$ cat src/rtl/lf_counter_ctrl_if.sv
`timescale 1ns/1ps
`default_nettype none
// +----------------------------------------------------------------------+
// | Module   : lf_counter_ctrl_if                                        |
// | Purpose  : Bundles the control, divider, bin2bcd and display signals |
// |            of the low-frequency counter sequencer.                   |
// | Ports    : start/signal_in/ready/done_tick/err - control             |
// |            div_*  - divider handshake (dividend, divisor, quotient)  |
// |            b2b_*  - binary-to-BCD handshake                          |
// |            bcd_out/dp - autoscaled display digits and decimal point  |
// | Modports : master = sequencer side, slave = environment side         |
// | Revision : 1.0  initial release                                      |
// +----------------------------------------------------------------------+
interface lf_counter_ctrl_if #(
  parameter int PERIOD_W = 20
);
  logic                start;
  logic                signal_in;
  logic                ready;
  logic                done_tick;
  logic                err;
  logic                div_start;
  logic [29:0]         div_dvnd;
  logic [PERIOD_W-1:0] div_dvsr;
  logic [29:0]         div_quo;
  logic                div_done;
  logic                b2b_start;
  logic [19:0]         b2b_bin;
  logic [23:0]         b2b_bcd;
  logic                b2b_done;
  logic [3:0][3:0]     bcd_out;
  logic [3:0]          dp;

  modport master (
    input  start, signal_in, div_quo, div_done, b2b_bcd, b2b_done,
    output ready, done_tick, err, div_start, div_dvnd, div_dvsr,
           b2b_start, b2b_bin, bcd_out, dp
  );

  modport slave (
    output start, signal_in, div_quo, div_done, b2b_bcd, b2b_done,
    input  ready, done_tick, err, div_start, div_dvnd, div_dvsr,
           b2b_start, b2b_bin, bcd_out, dp
  );
endinterface
`default_nettype wire

$ cat src/rtl/lf_counter_ctrl.sv
`timescale 1ns/1ps
`default_nettype none
// +----------------------------------------------------------------------+
// | Module   : lf_counter_ctrl                                           |
// | Purpose  : Sequencer for the low-frequency counter. Measures one     |
// |            period of signal_in in microseconds, has an external      |
// |            divider form 10^9/period (milli-Hz), has an external      |
// |            bin2bcd convert it, then autoscales the six BCD digits to |
// |            four display digits plus a one-hot decimal point.         |
// | Ports    : clk, reset (async, active-high)                           |
// |            bus (lf_counter_ctrl_if.master) - control, divider,       |
// |            bin2bcd and display signals                               |
// | Options  : SIGNAL_SYNC_EN - adds a 2-flop synchronizer on signal_in  |
// | Revision : 1.0  initial release                                      |
// +----------------------------------------------------------------------+
module lf_counter_ctrl #(
  parameter int CLK_FREQ_MHZ = 100,
  parameter int PERIOD_W     = 20
) (
  input  wire logic          clk,
  input  wire logic          reset,
  lf_counter_ctrl_if.master  bus
);

  localparam int                  TICK_W     = (CLK_FREQ_MHZ > 1) ? $clog2(CLK_FREQ_MHZ) : 1;
  localparam logic [TICK_W-1:0]   TICK_LAST  = TICK_W'(CLK_FREQ_MHZ - 1);
  localparam logic [PERIOD_W-1:0] PERIOD_MAX = '1;
  localparam logic [29:0]         DIVIDEND   = 30'd1_000_000_000;
  localparam logic [29:0]         QUO_LIMIT  = 30'd1_000_000;

  typedef enum logic [3:0] {
    IDLE, WAIT1, COUNT, DIVS, DIVW, B2BS, B2BW, SCALE, ERR, DONE
  } state_t;

  state_t              state;
  logic [TICK_W-1:0]   tick_cnt;
  logic [PERIOD_W-1:0] period;
  logic [23:0]         digits;
  logic [1:0]          shift_cnt;
  logic                sig_src;
  logic                sig_cur;
  logic                sig_prev;
  logic                rise;
  logic                tick_wrap;
  logic [PERIOD_W-1:0] period_inc;

`ifdef SIGNAL_SYNC_EN
  logic [1:0] sync_q;
  always_ff @(posedge clk or posedge reset) begin
    if (reset) sync_q <= 2'b00;
    else       sync_q <= {sync_q[0], bus.signal_in};
  end
  assign sig_src = sync_q[1];
`else
  assign sig_src = bus.signal_in;
`endif

  always_ff @(posedge clk or posedge reset) begin
    if (reset) begin
      sig_cur  <= 1'b0;
      sig_prev <= 1'b0;
    end else begin
      sig_cur  <= sig_src;
      sig_prev <= sig_cur;
    end
  end

  assign rise      = sig_cur & ~sig_prev;
  assign tick_wrap = (tick_cnt == TICK_LAST);
  // Period value including this cycle's tick, so a rise coinciding with a
  // wrap still counts that microsecond.
  assign period_inc = (tick_wrap && (period != PERIOD_MAX)) ? period + 1'b1 : period;

  assign bus.div_dvnd = DIVIDEND;

  always_ff @(posedge clk or posedge reset) begin
    if (reset) begin
      state         <= IDLE;
      tick_cnt      <= '0;
      period        <= '0;
      digits        <= '0;
      shift_cnt     <= 2'd0;
      bus.ready     <= 1'b1;
      bus.done_tick <= 1'b0;
      bus.err       <= 1'b0;
      bus.div_start <= 1'b0;
      bus.div_dvsr  <= '0;
      bus.b2b_start <= 1'b0;
      bus.b2b_bin   <= '0;
      bus.bcd_out   <= '0;
      bus.dp        <= 4'b0000;
    end else begin
      bus.div_start <= 1'b0;
      bus.b2b_start <= 1'b0;
      bus.done_tick <= 1'b0;
      case (state)
        IDLE: begin
          if (bus.start) begin
            bus.ready <= 1'b0;
            state     <= WAIT1;
          end
        end
        WAIT1: begin
          if (rise) begin
            tick_cnt <= '0;
            period   <= '0;
            state    <= COUNT;
          end
        end
        COUNT: begin
          tick_cnt <= tick_wrap ? '0 : tick_cnt + 1'b1;
          period   <= period_inc;
          // Saturation ends the measurement at once: an input with no
          // second edge would otherwise hold the sequencer here forever.
          if (period_inc == PERIOD_MAX)
            state <= ERR;
          else if (rise)
            state <= (period_inc == '0) ? ERR : DIVS;
        end
        DIVS: begin
          bus.div_dvsr  <= period;
          bus.div_start <= 1'b1;
          state         <= DIVW;
        end
        DIVW: begin
          if (bus.div_done) begin
            if (bus.div_quo >= QUO_LIMIT) begin
              state <= ERR;
            end else begin
              bus.b2b_bin <= bus.div_quo[19:0];
              state       <= B2BS;
            end
          end
        end
        B2BS: begin
          bus.b2b_start <= 1'b1;
          state         <= B2BW;
        end
        B2BW: begin
          if (bus.b2b_done) begin
            digits    <= bus.b2b_bcd;
            shift_cnt <= 2'd0;
            state     <= SCALE;
          end
        end
        SCALE: begin
          // Drop up to two leading zeros; each shift moves the point right.
          if ((digits[23:20] == 4'd0) && (shift_cnt < 2'd2)) begin
            digits    <= {digits[19:0], 4'h0};
            shift_cnt <= shift_cnt + 2'd1;
          end else begin
            bus.bcd_out   <= digits[23:8];
            bus.dp        <= (shift_cnt == 2'd2) ? 4'b1000 :
                             (shift_cnt == 2'd1) ? 4'b0100 : 4'b0010;
            bus.err       <= 1'b0;
            bus.done_tick <= 1'b1;
            state         <= DONE;
          end
        end
        ERR: begin
          bus.bcd_out   <= '0;
          bus.dp        <= 4'b0000;
          bus.err       <= 1'b1;
          bus.done_tick <= 1'b1;
          state         <= DONE;
        end
        DONE: begin
          bus.ready <= 1'b1;
          state     <= IDLE;
        end
        default: begin
          bus.ready <= 1'b1;
          state     <= IDLE;
        end
      endcase
    end
  end

endmodule
`default_nettype wire

$ cat src/flat_wrapper.sv
// flat-port wrapper written by rule: the top's interface ports become plain ports
module lf_counter_ctrl_flat 
#(
  parameter int CLK_FREQ_MHZ = 100,
  parameter int PERIOD_W     = 20
)
  (clk, reset, bus_start, bus_signal_in, bus_div_quo, bus_div_done, bus_b2b_bcd, bus_b2b_done, bus_ready, bus_done_tick, bus_err, bus_div_start, bus_div_dvnd, bus_div_dvsr, bus_b2b_start, bus_b2b_bin, bus_bcd_out, bus_dp);
  lf_counter_ctrl_if #(.PERIOD_W(PERIOD_W)) bus_i ();
  input  wire logic clk;
  input  wire logic reset;
  input wire logic [$bits(bus_i.start)-1:0] bus_start;
  input wire logic [$bits(bus_i.signal_in)-1:0] bus_signal_in;
  input wire logic [$bits(bus_i.div_quo)-1:0] bus_div_quo;
  input wire logic [$bits(bus_i.div_done)-1:0] bus_div_done;
  input wire logic [$bits(bus_i.b2b_bcd)-1:0] bus_b2b_bcd;
  input wire logic [$bits(bus_i.b2b_done)-1:0] bus_b2b_done;
  output wire logic [$bits(bus_i.ready)-1:0] bus_ready;
  output wire logic [$bits(bus_i.done_tick)-1:0] bus_done_tick;
  output wire logic [$bits(bus_i.err)-1:0] bus_err;
  output wire logic [$bits(bus_i.div_start)-1:0] bus_div_start;
  output wire logic [$bits(bus_i.div_dvnd)-1:0] bus_div_dvnd;
  output wire logic [$bits(bus_i.div_dvsr)-1:0] bus_div_dvsr;
  output wire logic [$bits(bus_i.b2b_start)-1:0] bus_b2b_start;
  output wire logic [$bits(bus_i.b2b_bin)-1:0] bus_b2b_bin;
  output wire logic [$bits(bus_i.bcd_out)-1:0] bus_bcd_out;
  output wire logic [$bits(bus_i.dp)-1:0] bus_dp;
  assign bus_i.start = bus_start;
  assign bus_i.signal_in = bus_signal_in;
  assign bus_i.div_quo = bus_div_quo;
  assign bus_i.div_done = bus_div_done;
  assign bus_i.b2b_bcd = bus_b2b_bcd;
  assign bus_i.b2b_done = bus_b2b_done;
  assign bus_ready = bus_i.ready;
  assign bus_done_tick = bus_i.done_tick;
  assign bus_err = bus_i.err;
  assign bus_div_start = bus_i.div_start;
  assign bus_div_dvnd = bus_i.div_dvnd;
  assign bus_div_dvsr = bus_i.div_dvsr;
  assign bus_b2b_start = bus_i.b2b_start;
  assign bus_b2b_bin = bus_i.b2b_bin;
  assign bus_bcd_out = bus_i.bcd_out;
  assign bus_dp = bus_i.dp;
  lf_counter_ctrl #(.CLK_FREQ_MHZ(CLK_FREQ_MHZ), .PERIOD_W(PERIOD_W)) u_core (.clk(clk), .reset(reset), .bus(bus_i));
endmodule
$ cat config.mk
export PLATFORM = sky130hd
export DESIGN_NAME = lf_counter_ctrl_flat
export DESIGN_NICKNAME = d
export VERILOG_FILES = /design/src/rtl/lf_counter_ctrl_if.sv /design/src/rtl/lf_counter_ctrl.sv /design/src/flat_wrapper.sv
export SDC_FILE = /design/constraint.sdc
export NUM_CORES = 1
export LEC_CHECK = 0
export CAP_MARGIN = 20
export CORE_MARGIN = 4
export CORE_UTILIZATION = 45
export CTS_CLUSTER_DIAMETER = 60
export DETAILED_ROUTE_END_ITERATION = 10
export GPL_ROUTABILITY_DRIVEN = 0
export GPL_TIMING_DRIVEN = 0
export PLACE_DENSITY = 0.82
export REMOVE_ABC_BUFFERS = 1
export SLEW_MARGIN = 0
export SYNTH_ARGS = -nofsm -noshare
export SYNTH_HDL_FRONTEND = slang
export SYNTH_SLANG_ARGS = --single-unit
$ cat constraint.sdc
create_clock -name clk -period 4.6 [get_ports clk]
set_input_delay 0.92 -clock clk [delete_from_list [all_inputs] [get_ports clk]]
set_output_delay 0.92 -clock clk [all_outputs]
set_load 0.03 [all_outputs]
; ---- Word-level counts from Yosys, hierarchy flattened
; Cells that the tools add are included.
[classes]
magnitude_cmp = 2
n_mux = 36
n_reduce_logical = 15
n_addsub = 3
n_eq_ne = 20
bitwise_logic = 4
[ops]
columns = op, n
row1 = 24-bit two-way mux, 2
row2 = 24-bit one-hot mux with 2 select lines, 1
row3 = 4-bit two-way mux, 11
row4 = 20-bit two-way mux, 2
row5 = 20-bit one-hot mux with 2 select lines, 1
row6 = 4-bit one-hot mux with 9 select lines, 1
row7 = 16-bit one-hot mux with 2 select lines, 1
row8 = "30-bit by 20-bit greater-or-equal comparator with 1-bit output, second input constant", 1
row9 = "20-bit by 1-bit adder with 20-bit output, second input constant", 1
row10 = "20-bit == test, second input constant", 1
row11 = 20-bit logical NOT, 1
row12 = "20-bit inequality test, second input constant", 1
row13 = "4-bit by 3-bit == test with 1-bit output, second input constant", 4
row14 = 16-bit two-way mux, 1
row15 = 7-bit two-way mux, 2
row16 = 7-bit one-hot mux with 2 select lines, 1
row17 = "4-bit by 2-bit == test with 1-bit output, second input constant", 2
row18 = 4-bit logical NOT, 2
row19 = "2-bit inequality test, second input constant", 4
row20 = 4-bit one-hot mux with 2 select lines, 1
row21 = 8-bit OR reduction, 1
row22 = "7-bit by 1-bit adder with 7-bit output, second input constant", 1
row23 = "7-bit == test, second input constant", 1
row24 = 1-bit one-hot mux with 2 select lines, 3
row25 = other kinds (19), 33
[word_totals]
wordCells = 99
out_inout_bits = 95
input_bits = 60
register_bits = 124

; ---- Longest topological paths before layout
[logic_depth]
word_depth = 8
depth_mapped = 10
depth_no_buf = 9

; ---- Worst setup path before layout
; OpenSTA, ideal clock, no wires.
[synth_path]
kind = flip-flop to flip-flop
from = register u_core.period[1]
to = register u_core.state[1]
period_less_slack_ps = 3048
path_slack_ps = 1552
setup_ps = 139
required_ps = 4461
n_path_buf = 0
arrival_time_ps = 2909
stages_incl_launch_ff = 10
cell_sequence = dfrtp_1 ha_1 nand3_1 or4_4 nor4_2 xnor2_1 nand4b_4 nor4b_4 a21oi_1 or4_1
[synth_via]
elab_chain_len = 8
elab_cells_between_ends = 12
cone_classes = 1 x add/sub / 3 x eq/ne / 5 x mux / 3 x reduce/logical
[synth_lines]
columns = item, line
row1 = "start, declared", lf_counter_ctrl.sv:37  ; logic [PERIOD_W-1:0] period;
row2 = "start signal, assigned", lf_counter_ctrl.sv:112  ; period <= period_inc;
row3 = branches (longest 2 deep; another with 20-bit by 1-bit adder with 20-bit output), -
row4 = 20-bit two-way mux *, lf_counter_ctrl.sv:72  ; assign period_inc = (tick_wrap && (period != PERIOD_MAX)) ? period + 1'b1 : period;
row5 = 20-bit logical NOT, lf_counter_ctrl.sv:118  ; state <= (period_inc == '0) ? ERR : DIVS;
row6 = 4-bit two-way mux, lf_counter_ctrl.sv:118
row7 = 4-bit two-way mux, lf_counter_ctrl.sv:117  ; else if (rise)
row8 = 4-bit two-way mux, lf_counter_ctrl.sv:115  ; if (period_inc == PERIOD_MAX)
row9 = 4-bit one-hot mux with 9 select lines, lf_counter_ctrl.sv:96  ; case (state)
row10 = "end signal, assigned", lf_counter_ctrl.sv:118
row11 = "end, declared", lf_counter_ctrl.sv:35  ; state_t state;
; Every way passes the cells marked *. The select of a mux whose other input is x is not followed.
; A chain may end at the register's enable or synchronous reset.

; ---- Final worst setup path
[layout_path]
from = register u_core.period[0]
to = register u_core.state[1]
; The elaborated chain is that of the path after synthesis.

==> out/qor.txt <==
status: completed
Max-slew headroom: 0.358
DP Wirelength: 10,500 um
complex-gate fraction of the synthesized area: 0.140
switching share of power: 0.314
WS Path Type: flop to flop
final hold slack: 0.381 ns
Vias per Instance: 5.51
final critical path time including I/O delays and setup: 3.60 ns
DRT antenna net count: 0
gr usage total: 0.186
vias in the first global route: 5,039
largest family of logic cells by synthesized area: simple AND/OR/NAND/NOR gates
Fin. Hold Viols: 0
Cells after DPL: 914
final count of negative-setup-slack endpoints: 0
total power: 0.00375 W
top cells by area, synth: dfrtp_1 47%, mux2_2 7.2%, o21ai_0 6.5%
I/O pins: 155
Avg WL per Cell: 15.9 um
Worst Skew: 0.00771 ns
Starting DRT DRC Count: 288
Main synth FF type: dfrtp_1
dpl ws: 1.03 ns
mux cell area share after synthesis: 0.104
Psw: 0.00118 W
die area: 0.0163 mm^2
Sink Count: 123
Initial Util: 0.461
Post-CTS Setup Inserts: 0
Synth area leader: dfrtp_1
crit-path max FO: 12
clk slew on worst S/H paths: 0.05 ns
Commonest cells post-synth: 122 x dfrtp_1, 99 x nand2_1, 84 x o21ai_0
worst slew pin tran: 0.959 ns
n_diodes: 0
share of cells above drive strength 1: 0.138
Worst Setup Slack, final: 0.995 ns
clk_lat worst skew: 0.42 ns
Avg Inst Size Synth: 9.93 um^2
Simple-Gate Fraction of Synth Area: 0.181
reg2reg setup slack: 1.0 ns
area of the core: 0.0140 mm^2
CP arrival: 3.89 ns
Post-Layout Cell Count: 946
count leader, synth: dfrtp_1
drt first pass iters: 5
CTS Hold Bufs: 0
Distinct cells, synth: 66
Finished Cell Area: 0.00835 mm^2
pwr dens: 450 mW/mm^2
final net count: 818
die height: 128 um
Row Count: 43
Slew Limit Fails: 0
Max Cap Viol: 0
Combinational Power Share: 0.242
post_cts resized: 0
Setup crit start kind: flop
synthesis warning total: 0
CTS tree: built
critical path required time: 4.89 ns
Adder-Cell Fraction of Synth Area: 0.00776
f_max: 277 MHz
routed vias: 5,212
gr ovfl total: 0
first-pass GRT wire length: 24,600 um
largest net degree at the start of global routing: 96
chip width: 128 um
HP Class: flop to flop
Worst Setup End Kind: flop
drt drc: 0
period utilisation layout: 0.784
Synth Area in XOR/XNOR: 0.0190
Netlist Area Pre-Place: 0.00645 mm^2
clock share of power: 0.378
Post-Route WL: 15,000 um
placed cell areas: 0.00771 mm^2
sequential fraction of the synthesis area: 0.477
fraction of registers with async set/reset: 1.00
Internal Power: 0.00258 W
Synth Register Bits: 123
deepest clock path buffer count: 2
Num CTS Buffers: 17
Root Driver: clkbuf_16
initial antenna violation count: 0
Area Overhead vs Synth: 29.4%
top-area cell type share of the netlist area: 0.473
Mapped Cells: 650
leak pwr: 3.75 nW
EDFF count, synth: 0
sequential power share: 0.381
RSZ-0062 raised after global routing: false
Peak VDD IR: 0.000265 V
htree depth: 4
PortBufs: 123
per-layer routing:
layer / up-vias / track usage / wire [um]
met5: - / 0 / 0
met4: 0 / 0.0768 / 336
met3: 28 / 0.0433 / 966
met2: 193 / 0.297 / 7110
met1: 2517 / 0.243 / 6610
li1: 2474 / - / -
placed cells by master (no fill, tap or decap), drive strengths merged, types with 4 or more instances in the layout:
master	n
a21oi	15
nand4	18
o21ai	84
buf	6
bufinv	4
nor4	10
ha	4
clkbuf	21
a31oi	12
dfrtp	122
o31ai	5
conb	31
mux2i	21
o211ai	4
nand2	100
nor2	35
a211oi	4
xnor2	8
mux2	41
nand3	8
or4	5
and3	6
xor2	6
clkdlybuf4s50	123
inv	10
nor3	16
nand2b	4
a22o	5
registers in the layout, summed over array words and instances, names as in the netlist:
| signal | cells |
|---|---|
| u_core.bus.div_dvsr | 20 |
| u_core.bus.ready | 1 |
| u_core.tick_cnt | 7 |
| u_core.sig_cur | 1 |
| u_core.state | 4 |
| u_core.bus.b2b_start | 1 |
| u_core.period | 20 |
| u_core.bus.div_start | 1 |
| u_core.bus.err | 1 |
| u_core.shift_cnt | 2 |
| u_core.bus.done_tick | 1 |
| u_core.digits | 24 |
| u_core.bus.b2b_bin | 20 |
| u_core.bus.dp | 3 |
| u_core.sig_prev | 1 |
| u_core.bus.bcd_out | 16 |
power by group through the flow:
| stage | logic [W] | clock network (W) | registers, W |
|---|---|---|---|
| finish | 0.000907 | 0.00142 | 0.00143 |
| floorplan | 0.000462 | 0 | 0.00153 |
| CTS | 0.000914 | 0.00144 | 0.00143 |
| global placement | 0.000863 | 0 | 0.00144 |
| global route | 0.00101 | 0.00149 | 0.00146 |
| detailed placement | 0.000908 | 0 | 0.00144 |
cell type report:
cell class	count	area (um^2)
sequential	123	3080
clock inverter	10	165
fill	1193	5640
clock buffer	21	470
timing repair buffer	129	1320
inverter	10	42.5
tap	180	225
multi-input combinational	473	3050
stage by stage:
stage / utilization / TNS, ns
4_1_cts: 0.596 / 0
3_5_place_dp: 0.551 / 0
2_1_floorplan: - / 0
5_1_grt: 0.597 / 0
3_3_place_gp: 0.544 / -160.95
6_report: 0.597 / 0
final timing paths:
path | to | startpoint | depth (start not counted)
max | u_core.state[1] | u_core.period[0] | 9
max reg2reg | u_core.state[1] | u_core.period[0] | 9
max in group asynchronous | u_core.bus.ready | reset | 3
min in group asynchronous | u_core.bus.div_dvsr[8] | reset | 2
min reg2reg | u_core.sig_prev | u_core.sig_cur | 0
min | u_core.sig_prev | u_core.sig_cur | 0
cell families after synthesis:
logic type               count (synthesis)
adder cells (fa/ha/maj)                  4
buffers and inverters                   83
multiplexers                            62
XOR/XNOR                                14
AND/OR/NAND/NOR                        216
flip-flops                             123
other                                    2
AO/OA/AOI/OAI                          146
critical path, cell delays in order, from the launching register on:
cell	delay [ns]
dfrtp_1	0.54
ha_1	0.29
nand3_1	0.30
or4_4	0.55
nor4_2	0.42
xnor2_1	0.23
nand4b_4	0.14
nor4b_4	0.40
a21oi_1	0.12
or4_1	0.48
Note: power is estimated with default switching activity, not from simulation.
